<file path="src/rtl/lb_uart_pkg.sv">
// Shared constants for the lb_uart receive path: FSM state encoding and tick-counter mode values.
// The PARITY state exists only when LB_UART_RX_PARITY_EN is defined.
package lb_uart_pkg;

  localparam int DATA_BITS_DEFAULT = 8;

  localparam logic TICK_HALF = 1'b0;
  localparam logic TICK_FULL = 1'b1;

`ifdef LB_UART_RX_PARITY_EN
  typedef enum logic [2:0] {
    ST_IDLE   = 3'd0,
    ST_START  = 3'd1,
    ST_DATA   = 3'd2,
    ST_STOP   = 3'd3,
    ST_PARITY = 3'd4
  } rx_state_t;
`else
  typedef enum logic [1:0] {
    ST_IDLE  = 2'd0,
    ST_START = 2'd1,
    ST_DATA  = 2'd2,
    ST_STOP  = 2'd3
  } rx_state_t;
`endif

endpackage

</file>
<file path="src/rtl/lb_sync_edge.sv">
// Multi-flop synchroniser for the asynchronous rx line plus falling-edge detect on the synchronised value.
module lb_sync_edge #(
  parameter int SYNC_STAGES = 2
) (
  input  logic clk,
  input  logic reset,
  input  logic rx,
  output logic rx_s,
  output logic fall
);

  logic [SYNC_STAGES-1:0] sync_q;
  logic                   rx_d;

  // Flops preset to 1 so an idle-high line shows no spurious edge leaving reset.
  always_ff @(posedge clk) begin
    if (reset) begin
      sync_q <= '1;
      rx_d   <= 1'b1;
    end else begin
      sync_q <= {sync_q[SYNC_STAGES-2:0], rx};
      rx_d   <= sync_q[SYNC_STAGES-1];
    end
  end

  assign rx_s = sync_q[SYNC_STAGES-1];
  assign fall = rx_d & ~rx_s;

endmodule

</file>
<file path="src/rtl/lb_uart_rx_fsm.sv">
// UART receive sequencer driving an external 16/8 baud tick counter; LSB-first deserialiser with
// valid/ack read handshake and sticky error flags. Optional parity via LB_UART_RX_PARITY_EN.
module lb_uart_rx_fsm
  import lb_uart_pkg::*;
#(
  parameter int DATA_BITS   = DATA_BITS_DEFAULT,
  parameter int SYNC_STAGES = 2
) (
  input  logic                 clk,
  input  logic                 reset,
  input  logic                 rx,
  input  logic                 btick,
  output logic                 tick_cs,
  output logic                 tick_load,
  output logic                 tick_16_or_8,
  input  logic                 rd_ack,
  output logic [DATA_BITS-1:0] data,
  output logic                 data_valid,
  output logic                 frame_err,
  output logic                 overrun,
`ifdef LB_UART_RX_PARITY_EN
  output logic                 parity_err,
`endif
  input  logic                 err_clr
);

  localparam int             CNT_W    = $clog2(DATA_BITS);
  localparam logic [CNT_W-1:0] LAST_BIT = CNT_W'(DATA_BITS - 1);

  rx_state_t            state;
  logic [CNT_W-1:0]     bit_cnt;
  logic [DATA_BITS-1:0] shift;
  logic                 rx_s;
  logic                 fall;

  lb_sync_edge #(
    .SYNC_STAGES(SYNC_STAGES)
  ) u_sync_edge (
    .clk  (clk),
    .reset(reset),
    .rx   (rx),
    .rx_s (rx_s),
    .fall (fall)
  );

  always_ff @(posedge clk) begin
    if (reset) begin
      state        <= ST_IDLE;
      bit_cnt      <= '0;
      shift        <= '0;
      data         <= '0;
      data_valid   <= 1'b0;
      frame_err    <= 1'b0;
      overrun      <= 1'b0;
`ifdef LB_UART_RX_PARITY_EN
      parity_err   <= 1'b0;
`endif
      tick_cs      <= 1'b0;
      tick_load    <= 1'b0;
      tick_16_or_8 <= TICK_HALF;
    end else begin
      // NOTE: clears are written first so that a later non-blocking assignment in the
      // same cycle (new byte, new error) overrides them -- the last NBA to a signal wins.
      tick_load <= 1'b0;
      if (rd_ack) data_valid <= 1'b0;
      if (err_clr) begin
        frame_err  <= 1'b0;
        overrun    <= 1'b0;
`ifdef LB_UART_RX_PARITY_EN
        parity_err <= 1'b0;
`endif
      end

      unique case (state)
        ST_IDLE: begin
          if (fall) begin
            state        <= ST_START;
            tick_cs      <= 1'b1;
            tick_load    <= 1'b1;
            tick_16_or_8 <= TICK_HALF;
          end
        end

        ST_START: begin
          if (btick) begin
            if (!rx_s) begin
              state        <= ST_DATA;
              tick_load    <= 1'b1;
              tick_16_or_8 <= TICK_FULL;
              bit_cnt      <= '0;
            end else begin
              state   <= ST_IDLE;
              tick_cs <= 1'b0;
            end
          end
        end

        ST_DATA: begin
          if (btick) begin
            shift <= {rx_s, shift[DATA_BITS-1:1]};
            if (bit_cnt == LAST_BIT) begin
`ifdef LB_UART_RX_PARITY_EN
              state <= ST_PARITY;
`else
              state <= ST_STOP;
`endif
            end else begin
              bit_cnt <= bit_cnt + 1'b1;
            end
          end
        end

`ifdef LB_UART_RX_PARITY_EN
        ST_PARITY: begin
          if (btick) begin
            if (^{shift, rx_s}) parity_err <= 1'b1;
            state <= ST_STOP;
          end
        end
`endif

        ST_STOP: begin
          if (btick) begin
            if (rx_s) begin
              data       <= shift;
              data_valid <= 1'b1;
              if (data_valid && !rd_ack) overrun <= 1'b1;
            end else begin
              frame_err <= 1'b1;
            end
            state   <= ST_IDLE;
            tick_cs <= 1'b0;
          end
        end

        default: begin
          state   <= ST_IDLE;
          tick_cs <= 1'b0;
        end
      endcase
    end
  end

endmodule

</file>
<file path="config.mk">
export PLATFORM = sky130hd
export DESIGN_NAME = lb_uart_rx_fsm
export DESIGN_NICKNAME = d
export VERILOG_FILES = /design/src/rtl/lb_uart_pkg.sv /design/src/rtl/lb_sync_edge.sv /design/src/rtl/lb_uart_rx_fsm.sv
export SDC_FILE = /design/constraint.sdc
export NUM_CORES = 1
export LEC_CHECK = 0
export ABC_AREA = 1
export ABC_CLOCK_PERIOD_IN_PS = 1300
export BUFFER_PORTS_ARGS = -buffer_cell sky130_fd_sc_hd__buf_2
export CAP_MARGIN = 25
export CORE_UTILIZATION = 53
export CTS_BUF_LIST = sky130_fd_sc_hd__clkbuf_16
export DETAILED_ROUTE_END_ITERATION = 8
export PLACE_DENSITY_LB_ADDON = 0.12
export SETUP_SLACK_MARGIN = 0.2
export SYNTH_ARGS = -nofsm -noshare
export SYNTH_HDL_FRONTEND = slang
export SYNTH_SLANG_ARGS = --single-unit
</file>
<file path="constraint.sdc">
create_clock -name clk -period 1.3 [get_ports clk]
set_input_delay 0.13 -clock clk [delete_from_list [all_inputs] [get_ports clk]]
set_output_delay 0.13 -clock clk [all_outputs]
set_load 0.1 [all_outputs]
</file>
# --- Yosys cells after proc, flatten, opt, wreduce, memory -nomap -nowiden ---
# Cells that the tools add are included.
word_totals:
  output_inout_bits: 14
  word_cells: 77
  mem_count: 0
  romBits: 0
  ram_bits: 0
  inputBits: 6
  latch_bits: 0
  register_bits: 30
classes:
  n_mux: 38
  div: 0
  mul: 0
  n_addsub: 1
  n_eq_ne: 12
  n_bitwise: 2
  n_lt_le_gt_ge: 0
  shift: 0
  n_reduce_logical: 12
ops:
  columns: ["operator", "n"]
  rows:
  - ["$mux 1", 23]
  - ["$reduce_and 5->1", 3]
  - ["$ne 2x2->1 const B", 7]
  - ["$mux 2", 6]
  - ["$mux 3", 4]
  - ["$pmux 2 s4", 1]
  - ["$pmux 3 s2", 1]
  - ["$eq 2x2->1 const B", 2]
  - ["$pmux 1 s2", 2]
  - ["$reduce_and 4->1", 1]
  - ["$reduce_bool 2->1", 2]
  - ["$add 3x1->3 const B", 1]
  - ["$eq 3x3->1 const B", 1]
  - ["$pmux 1 s3", 1]
  - ["$reduce_and 3->1", 1]
  - ["$reduce_bool 3->1", 1]
  - ["$eq 2x1->1 const B", 1]
  - ["$logic_not 2->1", 1]
  - ["$ne 2x1->1 const B", 1]
  - ["$reduce_and 2->1", 1]
  - ["$and 1x1->1", 1]
  - ["$logic_and 1x1->1", 1]
  - ["$logic_not 1->1", 1]
  - ["$not 1->1", 1]

# --- Longest topological paths before layout ---
# Gate-level depths: netlist of run 1.
depth:
  word_depth: 6
  ltp_mapped: 8
  mapped_depth_nobuf: 7

# --- Modules after synthesis ---
# Synthesis of run 1 repeated with hierarchy kept, for this count alone.
unflattened:
  hier_cells: 157
  hier_area_um2: 1197.4
by_module_without_submodules:
  columns: ["module", "n_inst", "seq_area_each_um2", "cells_per_inst", "area_per_inst_um2"]
  rows:
  - ["lb_uart_rx_fsm", 1, 540.5, 145, 1103.6]
  - ["lb_sync_edge", 1, 60.1, 12, 93.8]

# --- Worst setup path before layout of run 1 ---
# No wires, ideal clock.
synth_timing:
  path_kind: "reg2reg"
  from: "reg data_valid"
  to: "reg overrun"
  stages_incl_launch_ff: 5
  required_ns: 1.230
  n_path_buf: 0
  setup_time_ns: 0.070
  arrival_time_ns: 1.302
  slack_ns: -0.072
  synth_period_minus_slack_ns: 1.372
  path_cell_list: "dfxtp_1 > inv_1 > nor2_1 > nand2_1 > a21oi_1"
synth_via:
  elab_chain_cells: 5
synth_rtl:
  columns: ["element", "line", "text"]
  rows:
  - ["start, declared", "lb_uart_rx_fsm.sv:18", "output logic data_valid,"]
  - ["start signal, assigned", "lb_uart_rx_fsm.sv:52", "data_valid <= 1'b0;"]
  - ["start signal, assigned", "lb_uart_rx_fsm.sv:65", "if (rd_ack) data_valid <= 1'b0;"]
  - ["start signal, assigned", "lb_uart_rx_fsm.sv:126", "data_valid <= 1'b1;"]
  - ["$logic_and 1x1->1", "lb_uart_rx_fsm.sv:127", "if (data_valid && !rd_ack) overrun <= 1'b1;"]
  - ["$mux 1", "lb_uart_rx_fsm.sv:127", null]
  - ["$mux 1", "lb_uart_rx_fsm.sv:124", "if (rx_s) begin"]
  - ["$mux 1", "lb_uart_rx_fsm.sv:123", "if (btick) begin"]
  - ["$mux 1", "lb_uart_rx_fsm.sv:74", "unique case (state)"]
  - ["end signal, assigned", "lb_uart_rx_fsm.sv:54", "overrun <= 1'b0;"]
  - ["end signal, assigned", "lb_uart_rx_fsm.sv:68", "overrun <= 1'b0;"]
  - ["end signal, assigned", "lb_uart_rx_fsm.sv:127", null]
  - ["end, declared", "lb_uart_rx_fsm.sv:20", "output logic overrun,"]
# Every way passes these cells.
# A chain may end at the register's enable or synchronous reset.

# --- Worst setup path after layout of run 1 ---
layout_timing:
  from: "reg bit_cnt[0]"
  to: "reg bit_cnt[1]"
layout_via:
  elab_chain_cells: 4
  word_cells_on_any_way: 7
  classes_between: "1 x add/sub; 2 x eq/ne; 3 x mux; 1 x reduce/logical"
layout_rtl:
  columns: ["element", "line", "text"]
  rows:
  - ["start, declared", "lb_uart_rx_fsm.sv:31", "logic [CNT_W-1:0] bit_cnt;"]
  - ["start signal, assigned", "lb_uart_rx_fsm.sv:108", "bit_cnt <= bit_cnt + 1'b1;"]
  - ["$add 3x1->3", "lb_uart_rx_fsm.sv:108", null]
  - ["$mux 3", "lb_uart_rx_fsm.sv:101", "if (bit_cnt == LAST_BIT) begin"]
  - ["$mux 3", "lb_uart_rx_fsm.sv:99", "if (btick) begin"]
  - ["$pmux 3 s2", "lb_uart_rx_fsm.sv:74", null]
# Parallel ways exist; a longest one is shown, timed or not. The select of a mux whose other input is x is not followed.

==> flow_summary.toml, run 1 <==
[global_route]
grt_antenna_before_repair = 0
grt_pass1_vias = 1112
grt_overflow_total = 0
grt_max_degree = 14
grt_usage_pct = 29.13
grt_pass1_wl_um = 5057

[clock_network]
numCtsBuffers = 5
root_buffer = "clkbuf_16"
clkLatencyLatePin_ns = 0.27
htree_levels = 2
clk_path_buf_depth = 2
postCtsHoldBufs = 0
clock-sinks = 30
clkTransAtPathRegs_ns = 0.05
cts_tree = "done"

[critical_path]
critical_path_required_ns = 1.49
crit_fanout = 3
setup.worst_path.end_class = "flop"
ff2ff_path_depth = 7
cp-start-kind = "flop"
cp_data_arrival_time_ns = 1.47
crit_type = "flop to flop"

[sta]
fin_crit_sh_pct = 98.29
rsz0062_at_grt = "true"
final.setup_skew_ns = 0.002579
timing.final.crit_period_ns = 1.278
fin_tns_setup_ns = 0
slew_headroom_pct = 78.92
fmax_ghz = 0.7826
final_hold_viol_count = 0
setup-violations-final = 0
finalMaxSlewViolations = 0
worst_pin_slew_ns = 0.3152

[pwr]
seqPwrFrac_pct = 44.5
vdd_drop_max_v = 0.001106
swShare_pct = 21.91
p_comb_share_pct = 7.1
p_leak_nw = 0.7592
p_switching_uw = 467.3
power.internal_mw = 1.665
powerDensity_mw_per_mm2 = 1252
clockPowerShare_pct = 48.4

[die]
pin_count = 20
rows = 16
start_util_pct = 58.06
die_x_um = 48.83
fp.dieH_um = 48.83
core_mm2 = 0.002002
die_area_mm2 = 0.002384

[logic_synthesis]
yosysWarnings = 0
synth_area_leaders = "dfxtp_1, a21oi_1, nor2_1"
netlist.top_cell.by_area = "dfxtp_1"
synth-seq-cells = 30
ys_seq_area_share_pct = 51.67
syn_nets = 154
post_synth_instance_area_mm2 = 0.001162
post_synth.cell_area_avg_um2 = 7.961
synth.top_cell.area_share_pct = 51.67
synth_cells = 146
synth_cell_types = 21

[place]
placed_cell_area_mm2 = 0.001320
dpl.hpwl_um = 1766
port_buffers = 19
place.gp.congestion = 0.8120

[hold_path]
hp-class = "input pin to flop"
whs_path_depth = 2

[cells_and_area]
layout_commonest_cell = "buf_4"
design_area_mm2 = 0.001703
most-common-layout-cells = "buf_4, nor2_1, a21oi_1"
drive_gt1_share_pct = 45.60
nets = 190
fill_cells = 115
num_antenna_cells = 0
multiInputGateArea_um2 = 555.5
regArea_um2 = 626.9
syn_to_final_growth_pct = 46.50

[drt]
routed_wirelength_um = 3350
drtIter0Drc = 43
antenna_left = 0
num_vias = 1147
dr.pass1.iters = 4
wl_per_cell_um = 16.03
viasPerCell = 5.488
drc = 0

[run]
drv_cap = 0

[outcome]
status = "complete, no violations"
[area by class of cell]
type | instances | area share, %
clock buffer | 5 | 7.348
clock inverter | 2 | 0.4409
multi-input combinational | 93 | 32.62
tap | 27 | 1.984
inverter | 18 | 4.409
sequential | 30 | 36.81
timing repair buffer | 34 | 16.39
[worst paths after layout]
kind,slack [ns],to,startpoint
worst max register to register,0.02,bit_cnt[1]$_SDFFE_PP0P_,bit_cnt[0]$_SDFFE_PP0P_
worst min-delay path,0.04,u_sync_edge.sync_q[0]$_SDFF_PP1_,rx
worst min register to register,0.42,u_sync_edge.sync_q[1]$_SDFF_PP1_,u_sync_edge.sync_q[0]$_SDFF_PP1_
worst max-delay path,0.02,bit_cnt[1]$_SDFFE_PP0P_,bit_cnt[0]$_SDFFE_PP0P_
[Yosys cell counts, drive strengths merged]
cell,instances
o22ai,1
nand4,1
buf,3
ha,2
nand3b,3
nand3,6
dfxtp,30
o21ai,14
inv,17
nand2,21
o31ai,1
nor3,1
clkbuf,2
nor2,22
clkinv,1
or2,2
a21oi,19
[critical path, stage by stage (launching register included)]
cell      delay, ns
dfxtp_2        0.33
ha_4           0.16
ha_4           0.16
nor2_4         0.10
nand2_2        0.09
nand3b_1       0.10
nand2_1        0.11
nor2_2         0.14
[stage by stage]
stage	hold slack, ns	instances	power (mW)	setup WS (ns)	util (%)
2_1_floorplan	0.2338	146	1.042	0.05132	-
3_3_place_gp	0.3137	191	1.068	0.1378	65.94
3_5_place_dp	0.3166	191	1.072	0.05656	65.94
4_1_cts	0.04297	206	2.114	0.1345	81.63
5_1_grt	0.04597	209	2.186	0.01279	85.06
6_report	0.04304	209	2.133	0.02219	85.06
[sequential cells by signal, summed over array words and instances, names as in the netlist, 2 cells and up, named ones only]
register,cells
data,8
bit_cnt,3
u_sync_edge.sync_q,2
shift,8
[cells by family (layout without fill, tap and decap cells)]
group	count (synthesis)	after routing	synth area share, %
AO/OA/AOI/OAI	35	35	15.39
AND/OR/NAND/NOR	56	56	22.07
buffers and inverters	23	59	8.718
adder cells (fa/ha/maj)	2	2	2.153
flip-flops	30	30	51.67
[power groups by stage]
stage                     registers (mW)  logic [mW]  clock network (mW)
after floorplan                    0.986      0.0565                   0
after global placement             0.962       0.106                   0
after detailed placement           0.963       0.109                   0
after CTS                          0.948       0.130                1.04
after global routing               0.949       0.160                1.08
final                              0.949       0.152                1.03
[routing by layer]
layer / vias to the layer above / share of wire, % / wire length [µm] / track usage [%]
met3: 11 / 5.5 / 183 / 7.477
li1: 545 / - / - / -
met2: 42 / 50 / 1686 / 51.39
met1: 549 / 41 / 1372 / 32.73
met5: - / 0 / 0 / 0
met4: 0 / 3.2 / 107 / 13.24
[repair_timing]
| action | in CTS | in global routing |
|---|---|---|
| pin swaps | 6 | 6 |
| buffers inserted | 7 | 3 |
| cloned | 1 | 0 |
| resized for setup | 37 | 21 |
| setup endpoints to repair | 35 | 25 |
| endpoints found under the hold margin | 0 | 0 |
Power figures use the tool's default switching activity.
==> run 2: changes to the inputs <==
ABC_CLOCK_PERIOD_IN_PS = 1440   (was 1300)
clock period = 1.44 ns   (was 1.3 ns; I/O delays follow)
==> flow_summary.toml, run 2 (synthesized netlist as in run 1, its figures left out) <==
[die]
start_util_pct = 58.06
core_mm2 = 0.002002
die_area_mm2 = 0.002384
fp.dieH_um = 48.83
pin_count = 20
rows = 16
die_x_um = 48.83

[hold_path]
hp-start = "rx"
hp-class = "input pin to flop"

[pwr]
powerDensity_mw_per_mm2 = 1308
p_leak_nw = 0.6593
vdd_drop_max_v = 0.001124
power_mw = 1.905

[critical_path]
crit_fanout = 2
slowest_stage = "buf_2"
path_cells = "buf_2"
cp-start-kind = "flop"
cp-startpoint = "tick_cs$_SDFFE_PP0P_"
r2r_start = "bit_cnt[1]$_SDFFE_PP0P_"
cp_data_arrival_time_ns = 1.04
critical_path_required_ns = 1.30
crit_family = "buffers and inverters"
max_stage_delay_ns = 0.43
setup.worst_path.end_class = "output port"
crit_type = "flop to output port"
crit_buf_inv = 1

[cells_and_area]
most-common-layout-cells = "nor2_1, dfxtp_1, a21oi_1, buf_2, nand2_1"
num_antenna_cells = 0
nets = 179
biggestRegsByFlops = "data x8, shift x8, bit_cnt x3"
syn_to_final_growth_pct = 25.30
layout_commonest_cell = "nor2_1"
drive_gt1_share_pct = 32.75

[drt]
antenna_left = 0
routed_wirelength_um = 2317
wl_per_cell_um = 11.70
dr.pass1.iters = 4
viasPerCell = 5.131
drtIter0Drc = 10
drc = 0
num_vias = 1016

[global_route]
grt_overflow_total = 0
grt_max_degree = 15
grt_pass1_wl_um = 3884
grt_usage_pct = 22.33
grt_antenna_before_repair = 0
grt_pass1_vias = 934

[clock_network]
postCtsSetupBuffers = 0
clkLatencyLatePin_ns = 0.27
clkTransAtPathRegs_ns = 0.05
clk_path_buf_depth = 2
numCtsBuffers = 5
cts_tree = "done"
htree_levels = 2
clock-sinks = 30
root_buffer = "clkbuf_16"

[place]
dpl.hpwl_um = 1562
place.gp.congestion = 0.8466
port_buffers = 19

[sta]
fin_crit_sh_pct = 82.29
timing.final.crit_period_ns = 1.185
fin_tns_setup_ns = 0
finalMaxSlewViolations = 0
final.setup_skew_ns = 0.006687
final_hold_viol_count = 0
slew_headroom_pct = 67.77
fmax_ghz = 0.8439
rsz0062_at_grt = "false"
setup-violations-final = 0
worst_pin_slew_ns = 0.4868

[run]
drv_cap = 0

[outcome]
status = "complete, no violations"
[run 2: changes by cell type in the layout (fill, tap and decap cells not counted), sizes merged]
cell	previous run	this run
buf	34	23
inv	19	17
clkinv	1	3
[run 2: final timing paths]
path	endpoint	slack, ns	cells past startpoint
hold reg to reg	u_sync_edge.sync_q[1]$_SDFF_PP1_	0.40	1
setup reg to reg	bit_cnt[0]$_SDFFE_PP0P_	0.27	6
hold / removal	u_sync_edge.sync_q[0]$_SDFF_PP1_	0.06	2
setup / recovery	tick_cs	0.25	1
[run 2: per-stage QoR]
stage	worst slack, ns	instances	hold slack (ns)	cell area [µm²]	utilization (%)
floorplan	0.1913	146	0.2478	1171	-
global placement	0.2600	191	0.3303	1296	64.75
detailed placement	0.2144	191	0.3377	1296	64.75
CTS	0.2027	198	0.06301	1431	71.50
global route	0.1759	198	0.06521	1456	72.75
finish	0.2550	198	0.06401	1456	72.75
[run 2: metal layers]
layer  GRT usage (%)  share of wire, %
met2           37.04                52
met4           16.18               3.1
met3           6.542               3.1
met1           24.15                42
met5               0                 0
[run 2: cell type report]
type / instances / area, µm²
flip-flops and latches: 30 / 613.1
fillers: 171 / 545.5
clock buffers: 5 / 125.1
repair buffers: 23 / 125.1
inverters: 18 / 67.56
multi-input cells: 93 / 481.7
well taps: 27 / 33.78
clock inverters: 2 / 10.01
[run 2: where the power goes]
group | switching, mW | internal [mW]
registers | 0.00918 | 0.845
clock network | 0.332 | 0.620
logic | 0.0707 | 0.0287
total | 0.411 | 1.49
[run 2: timing repair]
action,CTS,global route
gates resized for setup,0,14
hold buffers,0,0
endpoints found under the setup margin,0,13
